$ cat config.mk
export PLATFORM = sky130hd
export DESIGN_NAME = muldiv_unit_flat
export DESIGN_NICKNAME = d
export VERILOG_FILES = /design/src/rtl/muldiv_if.sv /design/src/rtl/muldiv_unit.sv /design/src/flat_wrapper.sv
export SDC_FILE = /design/constraint.sdc
export NUM_CORES = 2
export LEC_CHECK = 0
export CORE_MARGIN = 3
export CORE_UTILIZATION = 51
export CTS_CLUSTER_SIZE = 16
export DETAILED_ROUTE_END_ITERATION = 12
export PLACE_DENSITY = 0.7
export SLEW_MARGIN = 0
export SYNTH_ARGS = -nofsm -noshare
export SYNTH_HDL_FRONTEND = slang
export SYNTH_SLANG_ARGS = --single-unit
$ cat constraint.sdc
create_clock -name clk -period 32.5 [get_ports clk]
set_input_delay 6.5 -clock clk [delete_from_list [all_inputs] [get_ports clk]]
set_output_delay 6.5 -clock clk [all_outputs]
set_load 0.01 [all_outputs]
$ cat src/rtl/muldiv_if.sv
// Request/response bundle between the execute stage and the multiply/divide unit.
// Handshake: start_i is a request that is taken only when busy_o is low and flush_i is low; done_o is a one-cycle completion pulse.
interface muldiv_if #(
  parameter int XLEN = 32
);
  logic            start_i;
  logic [2:0]      op_i;
  logic [XLEN-1:0] rs1_i;
  logic [XLEN-1:0] rs2_i;
  logic [4:0]      rd_i;
  logic            flush_i;
  logic            busy_o;
  logic            stall_o;
  logic            done_o;
  logic [XLEN-1:0] result_o;
  logic [4:0]      rd_o;

  modport master (
    output start_i, op_i, rs1_i, rs2_i, rd_i, flush_i,
    input  busy_o, stall_o, done_o, result_o, rd_o
  );

  modport slave (
    input  start_i, op_i, rs1_i, rs2_i, rd_i, flush_i,
    output busy_o, stall_o, done_o, result_o, rd_o
  );
endinterface

$ cat src/rtl/muldiv_unit.sv
// Iterative RV32M multiply/divide unit: radix-2 shift-add multiply and restoring divide
// on operand magnitudes, with early completion for divide special cases and optional one-cycle multiply.
module muldiv_unit #(
  parameter int XLEN     = 32,
  parameter bit FAST_MUL = 1'b0
) (
  input  logic       clk,
  input  logic       rst,
  muldiv_if.slave    bus,
  output logic [1:0] dbg_state
);
  localparam int CW = $clog2(XLEN);
  localparam logic [XLEN-1:0] MIN = {1'b1, {(XLEN-1){1'b0}}};

  typedef enum logic [1:0] {
    IDLE = 2'd0,
    CALC = 2'd1,
    DONE = 2'd2
  } state_t;

  state_t state_q, state_d;

  logic [2:0]      op_q;
  logic            neg_q;
  logic            rem_neg_q;
  logic [XLEN-1:0] acc_q;
  logic [XLEN-1:0] lo_q;
  logic [XLEN-1:0] b_q;
  logic [XLEN-1:0] result_q;
  logic [4:0]      rd_q;
  logic [CW-1:0]   cnt_q;

  logic              accept;
  logic              is_mul_in;
  logic              a_signed;
  logic              b_signed;
  logic              a_neg;
  logic              b_neg;
  logic              div_zero;
  logic              div_ovf;
  logic              early;
  logic [XLEN-1:0]   a_mag;
  logic [XLEN-1:0]   b_mag;
  logic [XLEN-1:0]   early_result;
  logic [2*XLEN-1:0] fast_prod;
  logic [XLEN:0]     mul_sum;
  logic [XLEN:0]     div_shift;
  logic [XLEN:0]     div_diff;
  logic [XLEN-1:0]   step_acc;
  logic [XLEN-1:0]   step_lo;
  logic [XLEN-1:0]   final_result;

  // Sign-correct a magnitude product and pick the half the opcode asks for.
  function automatic logic [XLEN-1:0] mul_select(input logic [2*XLEN-1:0] mag,
                                                 input logic neg,
                                                 input logic [1:0] op);
    logic [2*XLEN-1:0] p;
    p = neg ? -mag : mag;
    return (op == 2'b00) ? p[XLEN-1:0] : p[2*XLEN-1:XLEN];
  endfunction

  always_comb begin
    is_mul_in = ~bus.op_i[2];
    a_signed  = bus.op_i[2] ? ~bus.op_i[0] : (bus.op_i[1:0] != 2'b11);
    b_signed  = bus.op_i[2] ? ~bus.op_i[0] : ~bus.op_i[1];
    a_neg     = a_signed & bus.rs1_i[XLEN-1];
    b_neg     = b_signed & bus.rs2_i[XLEN-1];
    a_mag     = a_neg ? -bus.rs1_i : bus.rs1_i;
    b_mag     = b_neg ? -bus.rs2_i : bus.rs2_i;
    div_zero  = bus.op_i[2] & (bus.rs2_i == '0);
    div_ovf   = bus.op_i[2] & ~bus.op_i[0] & (bus.rs1_i == MIN) & (bus.rs2_i == '1);
    fast_prod = {{XLEN{1'b0}}, a_mag} * {{XLEN{1'b0}}, b_mag};
    early     = div_zero | div_ovf | (FAST_MUL & is_mul_in);
    early_result = '0;
    if (div_zero)     early_result = bus.op_i[1] ? bus.rs1_i : '1;
    else if (div_ovf) early_result = bus.op_i[1] ? '0 : MIN;
    else              early_result = mul_select(fast_prod, a_neg ^ b_neg, bus.op_i[1:0]);
  end

  // {acc_q, lo_q} is the running product for multiply, {remainder, dividend/quotient} for divide.
  always_comb begin
    mul_sum   = {1'b0, acc_q} + (lo_q[0] ? {1'b0, b_q} : '0);
    div_shift = {acc_q, lo_q[XLEN-1]};
    div_diff  = div_shift - {1'b0, b_q};
    step_acc  = acc_q;
    step_lo   = lo_q;
    if (!op_q[2]) begin
      step_acc = mul_sum[XLEN:1];
      step_lo  = {mul_sum[0], lo_q[XLEN-1:1]};
    end else if (!div_diff[XLEN]) begin
      step_acc = div_diff[XLEN-1:0];
      step_lo  = {lo_q[XLEN-2:0], 1'b1};
    end else begin
      step_acc = div_shift[XLEN-1:0];
      step_lo  = {lo_q[XLEN-2:0], 1'b0};
    end
    final_result = '0;
    if (!op_q[2])     final_result = mul_select({step_acc, step_lo}, neg_q, op_q[1:0]);
    else if (op_q[1]) final_result = rem_neg_q ? -step_acc : step_acc;
    else              final_result = neg_q ? -step_lo : step_lo;
  end

  always_comb begin
    accept  = bus.start_i & ~bus.flush_i & (state_q != CALC);
    state_d = state_q;
    if (bus.flush_i) begin
      state_d = IDLE;
    end else begin
      case (state_q)
        IDLE, DONE: state_d = accept ? (early ? DONE : CALC) : IDLE;
        CALC:       if (cnt_q == '0) state_d = DONE;
        default:    state_d = IDLE;
      endcase
    end
  end

  always_ff @(posedge clk) begin
    if (rst) state_q <= IDLE;
    else     state_q <= state_d;
  end

  always_ff @(posedge clk) begin
    if (rst) begin
      op_q      <= '0;
      neg_q     <= 1'b0;
      rem_neg_q <= 1'b0;
      acc_q     <= '0;
      lo_q      <= '0;
      b_q       <= '0;
      result_q  <= '0;
      rd_q      <= '0;
      cnt_q     <= '0;
    end else if (accept) begin
      op_q      <= bus.op_i;
      neg_q     <= a_neg ^ b_neg;
      rem_neg_q <= a_neg;
      acc_q     <= '0;
      lo_q      <= a_mag;
      b_q       <= b_mag;
      rd_q      <= bus.rd_i;
      cnt_q     <= CW'(XLEN - 1);
      if (early) result_q <= early_result;
    end else if ((state_q == CALC) && !bus.flush_i) begin
      acc_q <= step_acc;
      lo_q  <= step_lo;
      cnt_q <= cnt_q - 1'b1;
      if (cnt_q == '0) result_q <= final_result;
    end
  end

  assign bus.busy_o   = (state_q == CALC);
  assign bus.stall_o  = (state_q == CALC) | (bus.start_i & ~bus.flush_i & (state_q != CALC));
  assign bus.done_o   = (state_q == DONE);
  assign bus.result_o = result_q;
  assign bus.rd_o     = rd_q;
  assign dbg_state    = state_q;
endmodule

$ cat src/flat_wrapper.sv
// flat-port wrapper written by rule: the top's interface ports become plain ports
module muldiv_unit_flat 
#(
  parameter int XLEN     = 32,
  parameter bit FAST_MUL = 1'b0
)
  (clk, rst, dbg_state, bus_start_i, bus_op_i, bus_rs1_i, bus_rs2_i, bus_rd_i, bus_flush_i, bus_busy_o, bus_stall_o, bus_done_o, bus_result_o, bus_rd_o);
  muldiv_if #(.XLEN(XLEN)) bus_i ();
  input  logic clk;
  input  logic rst;
  output logic [1:0] dbg_state;
  input wire logic [$bits(bus_i.start_i)-1:0] bus_start_i;
  input wire logic [$bits(bus_i.op_i)-1:0] bus_op_i;
  input wire logic [$bits(bus_i.rs1_i)-1:0] bus_rs1_i;
  input wire logic [$bits(bus_i.rs2_i)-1:0] bus_rs2_i;
  input wire logic [$bits(bus_i.rd_i)-1:0] bus_rd_i;
  input wire logic [$bits(bus_i.flush_i)-1:0] bus_flush_i;
  output wire logic [$bits(bus_i.busy_o)-1:0] bus_busy_o;
  output wire logic [$bits(bus_i.stall_o)-1:0] bus_stall_o;
  output wire logic [$bits(bus_i.done_o)-1:0] bus_done_o;
  output wire logic [$bits(bus_i.result_o)-1:0] bus_result_o;
  output wire logic [$bits(bus_i.rd_o)-1:0] bus_rd_o;
  assign bus_i.start_i = bus_start_i;
  assign bus_i.op_i = bus_op_i;
  assign bus_i.rs1_i = bus_rs1_i;
  assign bus_i.rs2_i = bus_rs2_i;
  assign bus_i.rd_i = bus_rd_i;
  assign bus_i.flush_i = bus_flush_i;
  assign bus_busy_o = bus_i.busy_o;
  assign bus_stall_o = bus_i.stall_o;
  assign bus_done_o = bus_i.done_o;
  assign bus_result_o = bus_i.result_o;
  assign bus_rd_o = bus_i.rd_o;
  muldiv_unit #(.XLEN(XLEN), .FAST_MUL(FAST_MUL)) u_core (.clk(clk), .rst(rst), .bus(bus_i), .dbg_state(dbg_state));
endmodule
## Word level (Yosys, flattened, before mapping)

Index checks and enable logic that the tools add are counted.

| storage, ports and cells | value |
|---|---|
| flip-flop bits (word level) | 145 |
| latch bits | 0 |
| memory bits (writable) | 0 |
| memory bits (read-only) | 0 |
| input bits | 76 |
| output and inout port bits | 42 |
| word-level logic and storage cells | 88 |
| memories kept | 0 |

| cells by class | value |
|---|---|
| add/sub/neg operators | 9 |
| $mul | 1 |
| div/mod/pow operators | 0 |
| order comparisons | 0 |
| equality and inequality tests | 8 |
| shifts and indexed selects | 0 |
| multiplexer cells | 33 |
| bitwise gates (word level) | 14 |
| reductions and logical operators | 13 |

Operator list:

| kind | count |
|---|---|
| two-way mux 32 bit | 22 |
| two-way mux 64 bit | 2 |
| negator 32 bit | 4 |
| negator 64 bit | 2 |
| equality test 32 bit (second input constant) | 2 |
| multiplier 32 x 32 -> 64 bit | 1 |
| adder 32 x 33 -> 33 bit | 1 |
| subtractor 33 x 32 -> 33 bit | 1 |
| logical NOT 32 bit | 1 |
| two-way mux 5 bit | 2 |
| AND 1 bit | 8 |
| logical NOT 2 bit | 3 |
| two-way mux 2 bit | 3 |
| OR reduction 2 bit | 3 |
| logical NOT 5 bit | 1 |
| subtractor 5 x 1 -> 5 bit (second input constant) | 1 |
| inequality test 2 x 1 -> 1 bit (second input constant) | 2 |
| inequality test 2 bit (second input constant) | 2 |
| one-hot mux 2 bit (2 select lines) | 1 |
| nonzero test 2 bit | 2 |
| two-way mux 1 bit | 3 |
| inverter 1 bit | 3 |
| AND reduction 3 bit | 1 |
| equality test 2 x 1 -> 1 bit (second input constant) | 1 |
| other kinds (5) | 6 |

## Depth between registers and ports, before layout

| depth | value |
|---|---|
| depth in word-level cells | 12 |
| depth in mapped cells | 43 |
| mapped depth without buffers | 39 |

## Worst setup path before layout

OpenSTA, ideal clock, no wires.

| path | value |
|---|---|
| path type | input port to flip-flop |
| start | input bus_rs2_i[0] |
| end | register u_core.result_q[27], in the netlist u_core.bus.result_o[27] |
| setup time | 58 ps |
| arrival time | 17,025 ps |
| data required time | 32,442 ps |
| path slack | 15,417 ps |
| stages | 39 |
| buffers on the path | 5 |
| path through | clkbuf_1 > inv_1 > clkbuf_1 > ha_1 > nand2b_1 > or3_1 > clkbuf_1 > nor3_1 > a21oi_1 > xnor2_1 > clkbuf_1 > nor2_1 > fa_1 > inv_1 > fa_1 > inv_1 > fa_1 > fa_1 > [3 not listed] > inv_1 > fa_1 > inv_1 > ha_1 > buf_2 > nand2_1 > nor2_1 > a211oi_1 > a21o_2 > o211ai_4 > or4_1 > a32o_1 > or4b_1 > or4_4 > o211ai_2 > o31ai_1 > a2111oi_1 > or3_1 |

| on the way | value |
|---|---|
| word-level cells in the longest chain between the ends | 10 |
| elaborated cells between the ends (all ways) | 17 |

RTL lines:

| what | RTL line | source |
|---|---|---|
| start: declaration | flat_wrapper.sv:15 | `input wire logic [$bits(bus_i.rs2_i)-1:0] bus_rs2_i;` |
| negator 32 bit | muldiv_unit.sv:69 | `b_mag = b_neg ? -bus.rs2_i : bus.rs2_i;` |
| two-way mux 32 bit | muldiv_unit.sv:69 |  |
| multiplier 32 x 32 -> 64 bit | muldiv_unit.sv:72 | `fast_prod = {{XLEN{1'b0}}, a_mag} * {{XLEN{1'b0}}, b_mag};` |
| negator 64 bit | muldiv_unit.sv:58 | `p = neg ? -mag : mag;` |
| two-way mux 64 bit | muldiv_unit.sv:58 |  |
| two-way mux 32 bit | muldiv_unit.sv:59 | `return (op == 2'b00) ? p[XLEN-1:0] : p[2*XLEN-1:XLEN];` |
| two-way mux 32 bit | muldiv_unit.sv:76 | `else if (div_ovf) early_result = bus.op_i[1] ? '0 : MIN;` |
| two-way mux 32 bit | muldiv_unit.sv:75 | `if (div_zero) early_result = bus.op_i[1] ? bus.rs1_i : '1;` |
| two-way mux 32 bit | muldiv_unit.sv:142 | `if (early) result_q <= early_result;` |
| two-way mux 32 bit | muldiv_unit.sv:133 | `end else if (accept) begin` |
| end signal: assignment | muldiv_unit.sv:142 |  |
| end signal: assignment | muldiv_unit.sv:147 | `if (cnt_q == '0) result_q <= final_result;` |
| end: declaration | muldiv_unit.sv:29 | `logic [XLEN-1:0] result_q;` |

Several ways; a longest one is shown, not always the timed one. The select of a mux whose other input is x is not followed.
A chain may end at the register's enable or synchronous reset.

## Final worst setup path

| path | value |
|---|---|
| start | input bus_rs2_i[10] |
| end | register u_core.result_q[31], in the netlist u_core.bus.result_o[31] |

The elaborated chain is that of the path after synthesis.

==> impl_metrics.py <==
metrics = {
    "logic_synthesis": {
        "ys_types": 114,
        "ys_seq_area_share_pct": 5.81,
        "yosys_register_bits": 145,
        "avgSynthCellArea_um2": 7.90,
        "synth_top_area_cell": "fa_1",
        "yosysWarnings": 0,
        "yosys.cell_count.top_type": "inv_1",
        "synth_top_cell_area_share_pct": 36.0,
        "synthArstFlopShare_pct": 0,
        "synth_area_leaders": "fa_1, ha_1, inv_1, nor2_1, nand2_1",
        "syn_area_mm2": 0.0500,
        "synth_ff_type": "dfxtp_1",
        "synth_edf_count": 0,
        "synthCells": 6328,
        "synthTopCellsByCount": "inv_1, fa_1, nor2_1",
        "syn_nets": 7637,
    },
    "timing": {
        "fmaxAchievable_mhz": 48.6,
        "fin_crit_sh_pct": 63.3,
        "fin_skew_ns": 0.0275,
        "hold_viol_final": 0,
        "relSlewSlack_pct": 5.25,
        "setup_viol": 0,
        "worst-slew-pin-transition_ns": 1.42,
        "rsz0062_at_grt": "no",
        "setup_tns_ns": 0,
        "period_needed_ns": 20.59,
        "slew_viol_final": 0,
    },
    "placement": {
        "port_buffers": 117,
        "gp_congestion": 1.05,
        "placed_area_mm2": 0.0533,
        "dp_hpwl_um": 172000,
    },
    "drt": {
        "drt_iter0_markers": 6966,
        "num_vias": 48500,
        "antenna_left": 0,
        "totalWireLength_um": 215000,
        "avgRoutedWirePerCell_um": 28.4,
        "drc": 0,
        "vias_per_cell": 6.42,
        "first_pass_iters": 8,
    },
    "cells_and_area": {
        "synthToLayoutAreaGrowth_pct": 7.74,
        "fin_util_pct": 55.6,
        "layout-drive-gt1-share_pct": 5.47,
        "nets": 7570,
        "fill_cells": 9106,
        "fin_area_mm2": 0.0538,
    },
    "worst_setup_path": {
        "worst-path-max-fanout": 9,
        "reg2reg_from": "u_core.b_q[28]",
        "cp_data_arrival_time_ns": 20.93,
        "cpPeakStageDelay_ns": 1.13,
        "reg2reg_depth": 23,
        "end_kind": "flip-flop",
        "cpMostUsedCell": "fa_1",
        "cp_data_required_time_ns": 32.85,
        "crit_type": "in -> reg",
        "ff2ff_setup_slack_ns": 25.36,
        "cp-start-kind": "primary input",
        "timing.rr.end": "u_core.bus.result_o[0]",
        "cpMaxStageDelayCell": "xor2_1",
    },
    "clock_tree": {
        "clock-sinks": 145,
        "ctsResizeCount": 0,
        "cts_tree": "done",
        "htree_levels": 4,
        "cts_buffer_depth": 2,
        "post_cts_buffers": 0,
        "path_clk_slew_ns": 0.08,
        "cts-buffers-inserted": 17,
        "cts_root_buf": "clkbuf_16",
        "cts_hold_buf": 0,
        "insertion_delay_ns": 0.52,
    },
    "grt": {
        "met1_usage_pct": 56.2,
        "grt_first_pass_wirelength_um": 315000,
        "grt_overflow_total": 0,
        "grt.total_usage_pct": 42.0,
        "grt_pass1_vias": 47100,
        "top_usage_layer": "met2",
        "grt_antenna_before_repair": 7,
        "grt_max_degree": 73,
        "use_met3_pct": 16.2,
        "grtUsageMet2_pct": 57.4,
    },
    "hold_path": {
        "hp-start": "u_core.bus.rd_o[3]",
        "holdPathEnd": "u_core.bus.rd_o[3]",
        "hp-class": "reg -> reg",
        "holdPathStages": 2,
    },
    "floorplan": {
        "core_area_mm2": 0.0969,
        "pin_count": 118,
        "start_util_pct": 51.6,
        "dieArea_mm2": 0.102,
        "row_count": 114,
        "die_y_um": 319,
        "die_x_um": 319,
    },
    "outcome": {
        "status": "finished, final reports clean",
    },
    "job": {
        "max-cap-violations": 0,
    },
}
## cell families (layout without fill, tap and decap cells)
group	count (synthesis)	after routing	synth area share, %
adders and majority gates	1233	1233	44.4
muxes	53	53	1.08
DFF	145	145	5.81
xor gates and xnor gates	273	273	4.79
buffers and inverters	1334	1280	10.2
other	0	4	0
and+or+nand+nor	2208	2208	19.4
AOI/OAI and AO/OA	1082	1082	14.4
## registers in the layout, summed over array words and instances (netlist names)
register,count
u_core.lo_q,32
u_core.neg_q,1
u_core.acc_q,32
u_core.bus.rd_o,5
u_core.dbg_state,2
u_core.op_q,3
u_core.cnt_q,5
u_core.rem_neg_q,1
u_core.b_q,32
u_core.bus.result_o,32
## layout by cell type (no fill, tap or decap), types with 18 or more instances in the layout
cell type        count
a211oi_1            77
a21o_1              64
a21oi_1            310
a31oi_1             46
and2_1              68
and3_1              31
buf_4              145
clkdlybuf4s50_1    116
dfxtp_1            143
fa_1               898
ha_1               335
inv_1              985
mux2i_1             46
nand2_1            839
nand2b_1            29
nand3_1             57
nand4_1             54
nor2_1             839
nor2b_1             19
nor3_1              90
nor4_1              28
o211ai_1            58
o21a_1              28
o21ai_0            170
o21ai_1             31
o221ai_1            19
o31ai_1             38
or3_1               46
or4_1               18
xnor2_1            109
xnor2_2             38
xor2_1              86
xor2_2              23
## worst max-delay path by stage
stage / slack, ns / from / endpoint
6_report: 11.91 / bus_rs2_i[10] / u_core.bus.result_o[31]
5_1_grt: 11.45 / bus_rs2_i[10] / u_core.bus.result_o[31]
4_1_cts: 12.34 / bus_rs2_i[10] / u_core.bus.result_o[31]
3_5_place_dp: 11.86 / bus_rs2_i[10] / u_core.bus.result_o[31]
3_3_place_gp: 11.96 / bus_rs2_i[10] / u_core.bus.result_o[31]
2_1_floorplan: 15.42 / bus_rs2_i[0] / u_core.bus.result_o[27]
## metal layers
layer	vias up	routed length (µm)
met5	-	27
li1	20200	-
met2	3531	84700
met4	4	16400
met1	24000	80800
met3	735	32600
## critical path, delay by kind of cell
kind / cells / cell delay (ns)
adder cells (fa/ha/maj): 9 / 4.59
AND/OR/NAND/NOR: 10 / 3.47
AO/OA/AOI/OAI: 10 / 2.77
XOR/XNOR: 2 / 2.19
buffers and inverters: 7 / 1.39
## per-stage QoR
stage	worst slack, ns	hold WS [ns]	cells
floorplan	15.42	0.445	6328
global placement	11.96	0.441	7518
detailed placement	11.86	0.451	7518
CTS	12.34	0.461	7550
global route	11.45	0.493	7550
finish	11.91	0.461	7554
## cell type report
| cell class | instances | area, µm² | share of cell area [%] |
|---|---|---|---|
| diodes | 4 | 10.0 | 0.0186 |
| clock buffers | 18 | 439 | 0.816 |
| clock inverters | 14 | 113 | 0.209 |
| inverters | 987 | 3700 | 6.88 |
| multi-input cells | 4849 | 42800 | 79.5 |
| flip-flops and latches | 145 | 2910 | 5.40 |
| well taps | 1276 | 1600 | 2.97 |
| repair buffers | 261 | 2250 | 4.18 |
Power is left out: the tool's default activity adds up to more than one toggle a clock period on the data nets, which glitch-free logic cannot reach.
